## config.mk

```make
export PLATFORM = sky130hd
export DESIGN_NAME = uart_rx_cmd_ctrl_flat
export DESIGN_NICKNAME = d
export VERILOG_FILES = /design/src/rtl/uart_rx_cmd_ctrl_pkg.sv /design/src/rtl/uart_rx_cmd_ctrl_if.sv /design/src/rtl/uart_rx_cmd_ctrl_tx_push.sv /design/src/rtl/uart_rx_cmd_ctrl.sv /design/src/flat_wrapper.sv
export SDC_FILE = /design/constraint.sdc
export NUM_CORES = 1
export LEC_CHECK = 0
export BUFFER_PORTS_ARGS = -buffer_cell sky130_fd_sc_hd__buf_2
export CORE_MARGIN = 2
export CORE_UTILIZATION = 55
export DETAILED_ROUTE_END_ITERATION = 16
export PLACE_DENSITY = 0.79
export RECOVER_POWER = 25
export SLEW_MARGIN = 0
export SYNTH_ARGS = -nofsm -noshare
export SYNTH_HDL_FRONTEND = slang
export SYNTH_SLANG_ARGS = --single-unit
```

## constraint.sdc

```tcl
create_clock -name clk -period 4.1 [get_ports clk]
set_input_delay 0.41 -clock clk [delete_from_list [all_inputs] [get_ports clk]]
set_output_delay 0.41 -clock clk [all_outputs]
set_load 0.02 [all_outputs]
```

## src/rtl/uart_rx_cmd_ctrl_pkg.sv

```systemverilog
// Shared definitions for the UART RX command sequencer.
// Holds the opcode byte values, the FSM state encoding and the default
// register-file addresses used for ALU operands.
package uart_rx_cmd_ctrl_pkg;

  localparam logic [7:0] CMD_WR      = 8'hAA;
  localparam logic [7:0] CMD_RD      = 8'hBB;
  localparam logic [7:0] CMD_ALU_OP  = 8'hCC;
  localparam logic [7:0] CMD_ALU_NOP = 8'hDD;

  localparam int OPA_ADDR_DEF = 0;
  localparam int OPB_ADDR_DEF = 1;

  localparam int ST_W = 4;
  localparam logic [ST_W-1:0] ST_IDLE     = 4'd0;
  localparam logic [ST_W-1:0] ST_WR_ADDR  = 4'd1;
  localparam logic [ST_W-1:0] ST_WR_DATA  = 4'd2;
  localparam logic [ST_W-1:0] ST_RD_ADDR  = 4'd3;
  localparam logic [ST_W-1:0] ST_RD_WAIT  = 4'd4;
  localparam logic [ST_W-1:0] ST_TX_RD    = 4'd5;
  localparam logic [ST_W-1:0] ST_ALU_OPA  = 4'd6;
  localparam logic [ST_W-1:0] ST_ALU_OPB  = 4'd7;
  localparam logic [ST_W-1:0] ST_ALU_FUN  = 4'd8;
  localparam logic [ST_W-1:0] ST_ALU_WAIT = 4'd9;
  localparam logic [ST_W-1:0] ST_TX_LO    = 4'd10;
  localparam logic [ST_W-1:0] ST_TX_HI    = 4'd11;

  typedef enum logic [ST_W-1:0] {
    S_IDLE     = ST_IDLE,
    S_WR_ADDR  = ST_WR_ADDR,
    S_WR_DATA  = ST_WR_DATA,
    S_RD_ADDR  = ST_RD_ADDR,
    S_RD_WAIT  = ST_RD_WAIT,
    S_TX_RD    = ST_TX_RD,
    S_ALU_OPA  = ST_ALU_OPA,
    S_ALU_OPB  = ST_ALU_OPB,
    S_ALU_FUN  = ST_ALU_FUN,
    S_ALU_WAIT = ST_ALU_WAIT,
    S_TX_LO    = ST_TX_LO,
    S_TX_HI    = ST_TX_HI
  } state_t;

  // States that never consume a received byte: any rx_valid here is lost.
  function automatic logic is_drop_state(state_t s);
    return s inside {S_RD_WAIT, S_ALU_WAIT, S_TX_RD, S_TX_LO, S_TX_HI};
  endfunction

endpackage

```

## src/rtl/uart_rx_cmd_ctrl_if.sv

```systemverilog
// Bus bundle between the command sequencer and its surroundings:
// UART RX byte stream, register file, ALU (+ clock gate) and TX FIFO.
//   master : the sequencer (drives strobes, consumes rx/rf/alu/tx status)
//   slave  : the environment (RX, register file, ALU, TX FIFO)
interface uart_rx_cmd_ctrl_if #(
  parameter int DATA_W = 8,
  parameter int ADDR_W = 4,
  parameter int FUN_W  = 4
);
  logic                  rx_valid;
  logic [DATA_W-1:0]     rx_data;
  logic                  rf_wr_en;
  logic                  rf_rd_en;
  logic [ADDR_W-1:0]     rf_addr;
  logic [DATA_W-1:0]     rf_wr_data;
  logic [DATA_W-1:0]     rf_rd_data;
  logic                  rf_rd_valid;
  logic                  alu_en;
  logic [FUN_W-1:0]      alu_fun;
  logic [2*DATA_W-1:0]   alu_out;
  logic                  alu_out_valid;
  logic                  clk_gate_en;
  logic                  tx_full;
  logic                  tx_wr_en;
  logic [DATA_W-1:0]     tx_wr_data;
  logic                  cmd_err;

  modport master (
    input  rx_valid, rx_data, rf_rd_data, rf_rd_valid, alu_out, alu_out_valid, tx_full,
    output rf_wr_en, rf_rd_en, rf_addr, rf_wr_data, alu_en, alu_fun, clk_gate_en,
           tx_wr_en, tx_wr_data, cmd_err
  );

  modport slave (
    output rx_valid, rx_data, rf_rd_data, rf_rd_valid, alu_out, alu_out_valid, tx_full,
    input  rf_wr_en, rf_rd_en, rf_addr, rf_wr_data, alu_en, alu_fun, clk_gate_en,
           tx_wr_en, tx_wr_data, cmd_err
  );
endinterface

```

## src/rtl/uart_rx_cmd_ctrl_tx_push.sv

```systemverilog
// TX push sequencer: loads a 1- or 2-byte result on start and pushes it
// low byte first into the TX FIFO, one byte per cycle at most, only when
// tx_full was low on the deciding edge.
// Ports:
//   clk, rst        clock, asynchronous active-low reset
//   start           load data_in/byte_cnt (only issued while idle)
//   byte_cnt        number of bytes to push (1 or 2)
//   data_in         result, low byte pushed first
//   tx_full         FIFO back-pressure
//   tx_wr_en/data   registered FIFO push
//   push_go         a byte is being committed this cycle
//   done            the last byte is being committed this cycle
module uart_rx_cmd_tx_push #(
  parameter int DATA_W = 8
) (
  input  logic                clk,
  input  logic                rst,
  input  logic                start,
  input  logic [1:0]          byte_cnt,
  input  logic [2*DATA_W-1:0] data_in,
  input  logic                tx_full,
  output logic                tx_wr_en,
  output logic [DATA_W-1:0]   tx_wr_data,
  output logic                push_go,
  output logic                done
);
  logic                busy;
  logic [1:0]          left;
  logic [2*DATA_W-1:0] data_q;

  assign push_go = busy && !tx_full;
  assign done    = push_go && (left == 2'd1);

  always_ff @(posedge clk or negedge rst) begin
    if (!rst) begin
      busy       <= 1'b0;
      left       <= 2'd0;
      data_q     <= '0;
      tx_wr_en   <= 1'b0;
      tx_wr_data <= '0;
    end else begin
      tx_wr_en <= push_go;
      if (push_go) begin
        tx_wr_data <= data_q[DATA_W-1:0];
        data_q     <= data_q >> DATA_W;
        left       <= left - 2'd1;
        if (left == 2'd1) busy <= 1'b0;
      end else if (start) begin
        busy   <= 1'b1;
        left   <= byte_cnt;
        data_q <= data_in;
      end
    end
  end
endmodule

```

## src/rtl/uart_rx_cmd_ctrl.sv

```systemverilog
// UART RX command sequencer. Decodes framed commands from the RX byte
// stream (opcode then operands), drives register-file writes/reads and
// ALU operand loads/starts, and returns read/ALU results through the TX
// FIFO via uart_rx_cmd_tx_push. All outputs are registered.
// Ports:
//   clk  system clock
//   rst  asynchronous active-low reset
//   bus  master side of uart_rx_cmd_ctrl_if (rx, rf, alu, tx, cmd_err)
module uart_rx_cmd_ctrl
  import uart_rx_cmd_ctrl_pkg::*;
#(
  parameter int DATA_W   = 8,
  parameter int ADDR_W   = 4,
  parameter int FUN_W    = 4,
  parameter int OPA_ADDR = OPA_ADDR_DEF,
  parameter int OPB_ADDR = OPB_ADDR_DEF
) (
  input logic                 clk,
  input logic                 rst,
  uart_rx_cmd_ctrl_if.master  bus
);
  state_t              state, state_nxt;
  logic [ADDR_W-1:0]   wr_addr_q, wr_addr_nxt;
  logic                rf_wr_en_q, rf_wr_en_nxt;
  logic                rf_rd_en_q, rf_rd_en_nxt;
  logic [ADDR_W-1:0]   rf_addr_q, rf_addr_nxt;
  logic [DATA_W-1:0]   rf_wr_data_q, rf_wr_data_nxt;
  logic                alu_en_q, alu_en_nxt;
  logic [FUN_W-1:0]    alu_fun_q, alu_fun_nxt;
  logic                gate_q, gate_nxt;
  logic                err_q, err_nxt;
  logic                push_start;
  logic [1:0]          push_cnt;
  logic [2*DATA_W-1:0] push_data;
  logic                push_go, push_done;
  logic                tx_wr_en_w;
  logic [DATA_W-1:0]   tx_wr_data_w;

  always_comb begin
    state_nxt      = state;
    wr_addr_nxt    = wr_addr_q;
    rf_wr_en_nxt   = 1'b0;
    rf_rd_en_nxt   = 1'b0;
    rf_addr_nxt    = rf_addr_q;
    rf_wr_data_nxt = rf_wr_data_q;
    alu_en_nxt     = 1'b0;
    alu_fun_nxt    = alu_fun_q;
    err_nxt        = is_drop_state(state) && bus.rx_valid;
    push_start     = 1'b0;
    push_cnt       = 2'd1;
    push_data      = '0;
    case (state)
      S_IDLE: if (bus.rx_valid) begin
        if      (bus.rx_data == DATA_W'(CMD_WR))      state_nxt = S_WR_ADDR;
        else if (bus.rx_data == DATA_W'(CMD_RD))      state_nxt = S_RD_ADDR;
        else if (bus.rx_data == DATA_W'(CMD_ALU_OP))  state_nxt = S_ALU_OPA;
        else if (bus.rx_data == DATA_W'(CMD_ALU_NOP)) state_nxt = S_ALU_FUN;
        else                                          err_nxt   = 1'b1;
      end
      S_WR_ADDR: if (bus.rx_valid) begin
        wr_addr_nxt = bus.rx_data[ADDR_W-1:0];
        state_nxt   = S_WR_DATA;
      end
      S_WR_DATA: if (bus.rx_valid) begin
        rf_wr_en_nxt   = 1'b1;
        rf_addr_nxt    = wr_addr_q;
        rf_wr_data_nxt = bus.rx_data;
        state_nxt      = S_IDLE;
      end
      S_RD_ADDR: if (bus.rx_valid) begin
        rf_rd_en_nxt = 1'b1;
        rf_addr_nxt  = bus.rx_data[ADDR_W-1:0];
        state_nxt    = S_RD_WAIT;
      end
      S_RD_WAIT: if (bus.rf_rd_valid) begin
        push_start = 1'b1;
        push_cnt   = 2'd1;
        push_data  = {{DATA_W{1'b0}}, bus.rf_rd_data};
        state_nxt  = S_TX_RD;
      end
      S_TX_RD: if (push_done) state_nxt = S_IDLE;
      S_ALU_OPA: if (bus.rx_valid) begin
        rf_wr_en_nxt   = 1'b1;
        rf_addr_nxt    = ADDR_W'(OPA_ADDR);
        rf_wr_data_nxt = bus.rx_data;
        state_nxt      = S_ALU_OPB;
      end
      S_ALU_OPB: if (bus.rx_valid) begin
        rf_wr_en_nxt   = 1'b1;
        rf_addr_nxt    = ADDR_W'(OPB_ADDR);
        rf_wr_data_nxt = bus.rx_data;
        state_nxt      = S_ALU_FUN;
      end
      S_ALU_FUN: if (bus.rx_valid) begin
        alu_en_nxt  = 1'b1;
        alu_fun_nxt = bus.rx_data[FUN_W-1:0];
        state_nxt   = S_ALU_WAIT;
      end
      S_ALU_WAIT: if (bus.alu_out_valid) begin
        push_start = 1'b1;
        push_cnt   = 2'd2;
        push_data  = bus.alu_out;
        state_nxt  = S_TX_LO;
      end
      // The low-byte commit moves us on; the pusher keeps the high byte.
      S_TX_LO: if (push_go) state_nxt = S_TX_HI;
      S_TX_HI: if (push_done) state_nxt = S_IDLE;
      default: state_nxt = S_IDLE;
    endcase
    // Registered from the next state so the gate is high exactly while in
    // ALU_FUN/ALU_WAIT and drops on entry to TX_LO.
    gate_nxt = (state_nxt == S_ALU_FUN) || (state_nxt == S_ALU_WAIT);
  end

  always_ff @(posedge clk or negedge rst) begin
    if (!rst) begin
      state        <= S_IDLE;
      wr_addr_q    <= '0;
      rf_wr_en_q   <= 1'b0;
      rf_rd_en_q   <= 1'b0;
      rf_addr_q    <= '0;
      rf_wr_data_q <= '0;
      alu_en_q     <= 1'b0;
      alu_fun_q    <= '0;
      gate_q       <= 1'b0;
      err_q        <= 1'b0;
    end else begin
      state        <= state_nxt;
      wr_addr_q    <= wr_addr_nxt;
      rf_wr_en_q   <= rf_wr_en_nxt;
      rf_rd_en_q   <= rf_rd_en_nxt;
      rf_addr_q    <= rf_addr_nxt;
      rf_wr_data_q <= rf_wr_data_nxt;
      alu_en_q     <= alu_en_nxt;
      alu_fun_q    <= alu_fun_nxt;
      gate_q       <= gate_nxt;
      err_q        <= err_nxt;
    end
  end

  uart_rx_cmd_tx_push #(.DATA_W(DATA_W)) u_tx_push (
    .clk        (clk),
    .rst        (rst),
    .start      (push_start),
    .byte_cnt   (push_cnt),
    .data_in    (push_data),
    .tx_full    (bus.tx_full),
    .tx_wr_en   (tx_wr_en_w),
    .tx_wr_data (tx_wr_data_w),
    .push_go    (push_go),
    .done       (push_done)
  );

  assign bus.rf_wr_en    = rf_wr_en_q;
  assign bus.rf_rd_en    = rf_rd_en_q;
  assign bus.rf_addr     = rf_addr_q;
  assign bus.rf_wr_data  = rf_wr_data_q;
  assign bus.alu_en      = alu_en_q;
  assign bus.alu_fun     = alu_fun_q;
  assign bus.clk_gate_en = gate_q;
  assign bus.cmd_err     = err_q;
  assign bus.tx_wr_en    = tx_wr_en_w;
  assign bus.tx_wr_data  = tx_wr_data_w;
endmodule

```

## src/flat_wrapper.sv

```systemverilog
// flat-port wrapper written by rule: the top's interface ports become plain ports
module uart_rx_cmd_ctrl_flat import uart_rx_cmd_ctrl_pkg::*;
#(
  parameter int DATA_W   = 8,
  parameter int ADDR_W   = 4,
  parameter int FUN_W    = 4,
  parameter int OPA_ADDR = OPA_ADDR_DEF,
  parameter int OPB_ADDR = OPB_ADDR_DEF
)
  (clk, rst, bus_rx_valid, bus_rx_data, bus_rf_rd_data, bus_rf_rd_valid, bus_alu_out, bus_alu_out_valid, bus_tx_full, bus_rf_wr_en, bus_rf_rd_en, bus_rf_addr, bus_rf_wr_data, bus_alu_en, bus_alu_fun, bus_clk_gate_en, bus_tx_wr_en, bus_tx_wr_data, bus_cmd_err);
  uart_rx_cmd_ctrl_if #(.DATA_W(DATA_W), .ADDR_W(ADDR_W), .FUN_W(FUN_W)) bus_i ();
  input logic clk;
  input logic rst;
  input wire logic [$bits(bus_i.rx_valid)-1:0] bus_rx_valid;
  input wire logic [$bits(bus_i.rx_data)-1:0] bus_rx_data;
  input wire logic [$bits(bus_i.rf_rd_data)-1:0] bus_rf_rd_data;
  input wire logic [$bits(bus_i.rf_rd_valid)-1:0] bus_rf_rd_valid;
  input wire logic [$bits(bus_i.alu_out)-1:0] bus_alu_out;
  input wire logic [$bits(bus_i.alu_out_valid)-1:0] bus_alu_out_valid;
  input wire logic [$bits(bus_i.tx_full)-1:0] bus_tx_full;
  output wire logic [$bits(bus_i.rf_wr_en)-1:0] bus_rf_wr_en;
  output wire logic [$bits(bus_i.rf_rd_en)-1:0] bus_rf_rd_en;
  output wire logic [$bits(bus_i.rf_addr)-1:0] bus_rf_addr;
  output wire logic [$bits(bus_i.rf_wr_data)-1:0] bus_rf_wr_data;
  output wire logic [$bits(bus_i.alu_en)-1:0] bus_alu_en;
  output wire logic [$bits(bus_i.alu_fun)-1:0] bus_alu_fun;
  output wire logic [$bits(bus_i.clk_gate_en)-1:0] bus_clk_gate_en;
  output wire logic [$bits(bus_i.tx_wr_en)-1:0] bus_tx_wr_en;
  output wire logic [$bits(bus_i.tx_wr_data)-1:0] bus_tx_wr_data;
  output wire logic [$bits(bus_i.cmd_err)-1:0] bus_cmd_err;
  assign bus_i.rx_valid = bus_rx_valid;
  assign bus_i.rx_data = bus_rx_data;
  assign bus_i.rf_rd_data = bus_rf_rd_data;
  assign bus_i.rf_rd_valid = bus_rf_rd_valid;
  assign bus_i.alu_out = bus_alu_out;
  assign bus_i.alu_out_valid = bus_alu_out_valid;
  assign bus_i.tx_full = bus_tx_full;
  assign bus_rf_wr_en = bus_i.rf_wr_en;
  assign bus_rf_rd_en = bus_i.rf_rd_en;
  assign bus_rf_addr = bus_i.rf_addr;
  assign bus_rf_wr_data = bus_i.rf_wr_data;
  assign bus_alu_en = bus_i.alu_en;
  assign bus_alu_fun = bus_i.alu_fun;
  assign bus_clk_gate_en = bus_i.clk_gate_en;
  assign bus_tx_wr_en = bus_i.tx_wr_en;
  assign bus_tx_wr_data = bus_i.tx_wr_data;
  assign bus_cmd_err = bus_i.cmd_err;
  uart_rx_cmd_ctrl #(.DATA_W(DATA_W), .ADDR_W(ADDR_W), .FUN_W(FUN_W), .OPA_ADDR(OPA_ADDR), .OPB_ADDR(OPB_ADDR)) u_core (.clk(clk), .rst(rst), .bus(bus_i));
endmodule
```

==> metrics.yaml, run 1 <==
drive_gt1_frac: 0.322
cp_data_required_time_ns: 4.32
hp-class: "input port to asynchronous set/reset pin"
rsz0062_at_grt: "no"
fin_tns_setup_ns: 0
post-place-ws_ns: 1.94
fp.dieW_um: 74.0
fmax_mhz: 468
pwr_density_cell_mw_per_mm2: 633
syn_area_mm2: 0.00269
drcViolationCount: 0
critPathArrivalTime_ns: 2.36
regToRegSetupSlack_ns: 1.96
period_minus_slack_ns: 2.14
async_flop_share: 1.00
die_area_mm2: 0.00547
end_kind: "flop"
portBuffers: 67
globalRouteOverflowTotal: 0
grt_pass1_wl_um: 10300
final-hold-violation-count: 0
synth.lib_cells_used.distinct: 48
cp_slowest_cell: "dfrtp_1"
numCtsBuffers: 9
synth_edf_count: 0
p_leak_nw: 1.63
synth.avg_cell_area_um2: 10.7
timing.rr.start: "u_core.state[1]"
io_pins: 68
finalCritPeriodShare: 0.521
gp_routability_congestion: 0.869
maxCapViolCount: 0
cts.clk_slew.worst_paths_ns: 0.07
root_buffer: "clkbuf_8"
nNetsFinal: 355
synth-main-ff-cell: "dfrtp_1"
grt_antenna_before_repair: 0
vias: 2223
antenna_cells: 0
synth_nets: 290
core-area_mm2: 0.00472
cts_max_level: 3
status: "finished clean"
die_y_um: 74.0
rows: 25
detail_route.wl_per_cell_um: 16.3
cp_cell_sequence: "nor2b_1, nand2_1, nor2_2, mux2_2"
layout-area-overhead-vs-synth_pct: 21.1
slowest_delay_ns: 0.63
yosysWarnings: 0
insertion_delay_ns: 0.34
grt_pass1_vias: 2128
critPathKind: "flop to flop"
tightest_slew_ns: 0.712
yosysSeqAreaShare: 0.529
first_pass_iters: 4
postRouteAntennaNets: 0
cts_resized: 0
via_per_inst: 5.74
r2r_end: "u_core.bus.rf_wr_data[5]"
cts.sinks: 57
syn_inst: 251
vdd_drop_max_mv: 0.587
finalWirelength_um: 6320
hold_buffers: 0
track_usage: 0.252
path_max_fanout: 18
finalSetupViolCount: 0
layout_setup_ws_ns: 1.96
postCtsSetupBuffers: 0
r2r_cells: 4
slew_viol_final: 0
grt_start_max_net_pins: 58
drtIter0Drc: 138
max-slew-margin-rel: 0.525
skew_ns: 0.00638
start_kind: "flop"
place_hpwl_um: 4200
cts_max_path_buffers: 2
start_util: 0.570
ys_ff_latch: 57
cts_tree: "yes"
per-layer routing:
layer	global-route usage	vias up	share of wire
li1	-	1050	-
met1	0.359	1079	0.47
met2	0.374	87	0.45
met3	0.0623	7	0.075
met4	0.105	0	0.010
met5	0	-	0
sequential cells by signal, summed over array words and instances, names as in the netlist:
register,count
u_core.bus.rf_rd_en,1
u_core.u_tx_push.tx_wr_en,1
u_core.bus.alu_en,1
u_core.bus.alu_fun,4
u_core.u_tx_push.tx_wr_data,8
u_core.u_tx_push.busy,1
u_core.bus.rf_wr_en,1
u_core.bus.clk_gate_en,1
u_core.u_tx_push.data_q,16
u_core.bus.cmd_err,1
u_core.wr_addr_q,4
u_core.bus.rf_addr,4
u_core.state,4
u_core.u_tx_push.left,2
u_core.bus.rf_wr_data,8
through the flow:
step | instances | hold WS [ns] | util | instance area [µm²] | power [mW]
after floorplan | 251 | 0.114 | - | 2690 | 1.32
after global placement | 372 | 0.456 | 0.647 | 3060 | 1.51
after detailed placement | 372 | 0.457 | 0.647 | 3060 | 1.52
after CTS | 387 | 0.229 | 0.691 | 3260 | 2.07
after global routing | 387 | 0.260 | 0.691 | 3260 | 2.18
final | 387 | 0.207 | 0.691 | 3260 | 2.07
cells in the final DEF, fill, tap and decap left out, drive strengths merged, types with 7 or more instances in the layout:
master  synthesis  final
a221o           8      8
a22o           12     12
buf             4     68
clkbuf         10     11
dfrtp          57     57
inv             7      7
mux2           17     17
nand2          37     37
nand3          10     10
nor2           10     10
o21ai          12     12
layout make-up:
cell class | instances | area, µm²
clock buffer | 11 | 151
clock inverter | 4 | 52.6
fill | 381 | 1460
inverter | 7 | 26.3
multi-input combinational | 173 | 1180
sequential | 57 | 1430
tap | 67 | 83.8
timing repair buffer | 68 | 343
power breakdown:
group | leakage (nW) | switching [mW] | total, mW | internal (mW)
combinational | 0.782 | 0.417 | 0.693 | 0.277
sequential | 0.754 | 0.123 | 0.831 | 0.708
clock | 0.0937 | 0.232 | 0.542 | 0.310
kinds of logic (layout without fill, tap and decap cells):
| logic type | Yosys count | count (layout) | share of synthesized area |
|---|---|---|---|
| AOI/OAI and AO/OA | 61 | 61 | 0.174 |
| buffers and inverters | 21 | 90 | 0.0330 |
| adders and majority gates | 1 | 1 | 0.00464 |
| muxes | 19 | 19 | 0.0785 |
| xor gates and xnor gates | 1 | 1 | 0.00325 |
| and+or+nand+nor | 91 | 91 | 0.177 |
| DFF | 57 | 57 | 0.529 |
critical path: cells and delay by family (launching register included):
kind / cells / cell delay, ns
muxes: 1 / 0.39
and+or+nand+nor: 3 / 1.00
DFF: 1 / 0.63
worst max path at each step:
stage                    startpoint                     endpoint  slack (ns)
finish              u_core.state[1]     u_core.bus.rf_wr_data[5]        1.96
global route        u_core.state[1]     u_core.bus.rf_wr_data[3]        1.84
global placement        bus_tx_full  u_core.u_tx_push.data_q[13]        2.04
detailed placement      bus_tx_full   u_core.u_tx_push.data_q[9]        1.94
floorplan           u_core.state[1]       u_core.bus.clk_gate_en        2.33
CTS                 u_core.state[1]     u_core.bus.rf_wr_data[5]        2.00
cell usage after synthesis, types with 4 or more instances:
cell type / number / share of area
nand2_1: 37 / 0.052
o211ai_1: 5 / 0.014
a221o_1: 8 / 0.030
a22oi_1: 5 / 0.014
inv_1: 6 / 0.0084
nand3_1: 10 / 0.019
nand2b_1: 4 / 0.0093
clkbuf_1: 10 / 0.014
mux2_2: 14 / 0.059
dfrtp_1: 57 / 0.53
nor2_1: 9 / 0.013
nor3_1: 4 / 0.0074
a21oi_1: 6 / 0.011
and3_1: 5 / 0.012
o21ai_0: 10 / 0.019
a22o_1: 12 / 0.039
Note: power is estimated with default switching activity, not from simulation.
==> inputs of run 2 (changes only) <==
--- a/config.mk
+++ b/config.mk
@@ -7,9 +7,9 @@
 export LEC_CHECK = 0
 export BUFFER_PORTS_ARGS = -buffer_cell sky130_fd_sc_hd__buf_2
 export CORE_MARGIN = 2
-export CORE_UTILIZATION = 55
+export CORE_UTILIZATION = 53
 export DETAILED_ROUTE_END_ITERATION = 16
-export PLACE_DENSITY = 0.79
+export PLACE_DENSITY = 0.77
 export RECOVER_POWER = 25
 export SLEW_MARGIN = 0
 export SYNTH_ARGS = -nofsm -noshare
==> constraint.sdc (replaced) <==
create_clock -name clk -period 2.2 [get_ports clk]
set_input_delay 0.22 -clock clk [delete_from_list [all_inputs] [get_ports clk]]
set_output_delay 0.22 -clock clk [all_outputs]
set_load 0.02 [all_outputs]
==> run 2 against run 1 <==
Power increased by 88%. Core utilization down 0.18 points. Combinational power increased by 93%. Via count increased by 2.2%.
==> metrics.yaml, run 2 (same netlist as run 1, synthesis figures left out) <==
dp_cells: 378
vdd_drop_max_mv: 1.02
rows: 25
critPathKind: "flop to flop"
cts_max_level: 3
grt_start_max_net_pins: 34
drive_gt1_frac: 0.290
fmax_mhz: 507
drtIter0Drc: 183
slew_viol_final: 0
maxCapViolCount: 0
insertion_delay_ns: 0.34
final_cells: 395
postRouteAntennaNets: 0
max-slew-margin-rel: 0.0357
numCtsBuffers: 9
timing.rr.start: "u_core.state[3]"
rsz0062_at_grt: "no"
cp-endpoint: "u_core.bus.clk_gate_en"
vias: 2271
drcViolationCount: 0
tightest_slew_ns: 1.45
detail_route.wl_per_cell_um: 16.1
r2r_cells: 4
hp-class: "input port to flop"
first_pass_iters: 4
regMostFlops: "u_core.u_tx_push.data_q"
cts.sinks: 57
grt_pass1_vias: 2136
cts_tree: "yes"
fillCellCount: 390
status: "finished clean"
start_util: 0.559
layout_setup_ws_ns: 0.227
min_from: "bus_alu_out[14]"
layout-area-overhead-vs-synth_pct: 23.2
postCtsSetupBuffers: 0
cts_max_path_buffers: 2
root_buffer: "clkbuf_8"
finalWirelength_um: 6370
pwr_density_cell_mw_per_mm2: 1170
crit_path_start: "u_core.state[3]"
grt_antenna_before_repair: 0
fin_tns_setup_ns: 0
finalSetupViolCount: 0
regToRegSetupSlack_ns: 0.23
grt_pass1_wl_um: 10100
period_minus_slack_ns: 1.97
via_per_inst: 5.75
gp_routability_congestion: 0.857
largest_reg_flops: 16
nNetsFinal: 362
globalRouteOverflowTotal: 0
start_kind: "flop"
layout_common_cells: "57 x dfrtp_1, 55 x buf_2, 37 x nand2_1"
skew_ns: 0.00621
p_leak_nw: 1.64
place_hpwl_um: 4560
r2r_end: "u_core.bus.clk_gate_en"
cts.clk_slew.worst_paths_ns: 0.07
post-place-ws_ns: 0.246
fp.dieW_um: 75.3
die_area_mm2: 0.00567
core-area_mm2: 0.00482
die_y_um: 75.3
final-hold-violation-count: 0
track_usage: 0.245
end_kind: "flop"
io_pins: 68
critPathArrivalTime_ns: 2.25
path_max_fanout: 18
cp_data_required_time_ns: 2.48
antenna_cells: 0
final_common_cell: "dfrtp_1"
portBuffers: 67
finalCritPeriodShare: 0.897
[run 2: area by class of cell]
cell class / count / area (µm²) / area share
clock inverters: 2 / 35.0 / 0.0106
clock buffers: 14 / 173 / 0.0520
multi-input cells: 173 / 1180 / 0.355
well taps: 67 / 83.8 / 0.0253
flip-flops and latches: 57 / 1430 / 0.430
repair buffers: 75 / 395 / 0.119
inverters: 7 / 26.3 / 0.00792
[run 2: per-stage QoR]
step / total power, mW / instance area, µm² / util / hold slack (ns)
floorplan: 2.46 / 2690 / - / -0.0756
global placement: 2.84 / 3120 / 0.647 / 0.251
detailed placement: 2.89 / 3120 / 0.647 / 0.255
CTS: 3.92 / 3330 / 0.692 / 0.0859
global route: 4.11 / 3320 / 0.689 / 0.0974
finish: 3.89 / 3320 / 0.689 / 0.0870
[run 2: critical path, stage by stage, from the launching register on]
cell	delay (ns)
dfrtp_1	0.57
or3b_1	0.45
or4_4	0.54
o221ai_2	0.21
and2_1	0.15
[run 2: power by group]
| part | total (mW) | switching, mW | internal [mW] | leakage [nW] |
|---|---|---|---|---|
| registers | 1.53 | 0.211 | 1.32 | 0.754 |
| logic | 1.34 | 0.797 | 0.540 | 0.778 |
| clock network | 1.02 | 0.408 | 0.615 | 0.107 |
[run 2: how the worst min path moves through the flow]
stage / to / slack (ns) / cells after the start
floorplan: u_core.bus.alu_en / -0.08 / 0
global placement: u_core.bus.cmd_err / 0.25 / 1
detailed placement: u_core.bus.cmd_err / 0.26 / 1
CTS: u_core.u_tx_push.data_q[14] / 0.09 / 2
global route: u_core.u_tx_push.data_q[14] / 0.1 / 2
finish: u_core.u_tx_push.data_q[14] / 0.09 / 2
[run 2: what timing repair did]
action	CTS	global route
gates resized for setup	0	0
endpoints found under the hold margin	24	0
hold buffers	1	0
[run 2: per-layer routing]
metal  global-route usage  part of all wire  up-vias
met2                0.360              0.44       85
met5                    0                 0        -
met1                0.347              0.47     1112
met3               0.0635             0.080        8
li1                     -                 -     1066
met4                0.105            0.0091        0
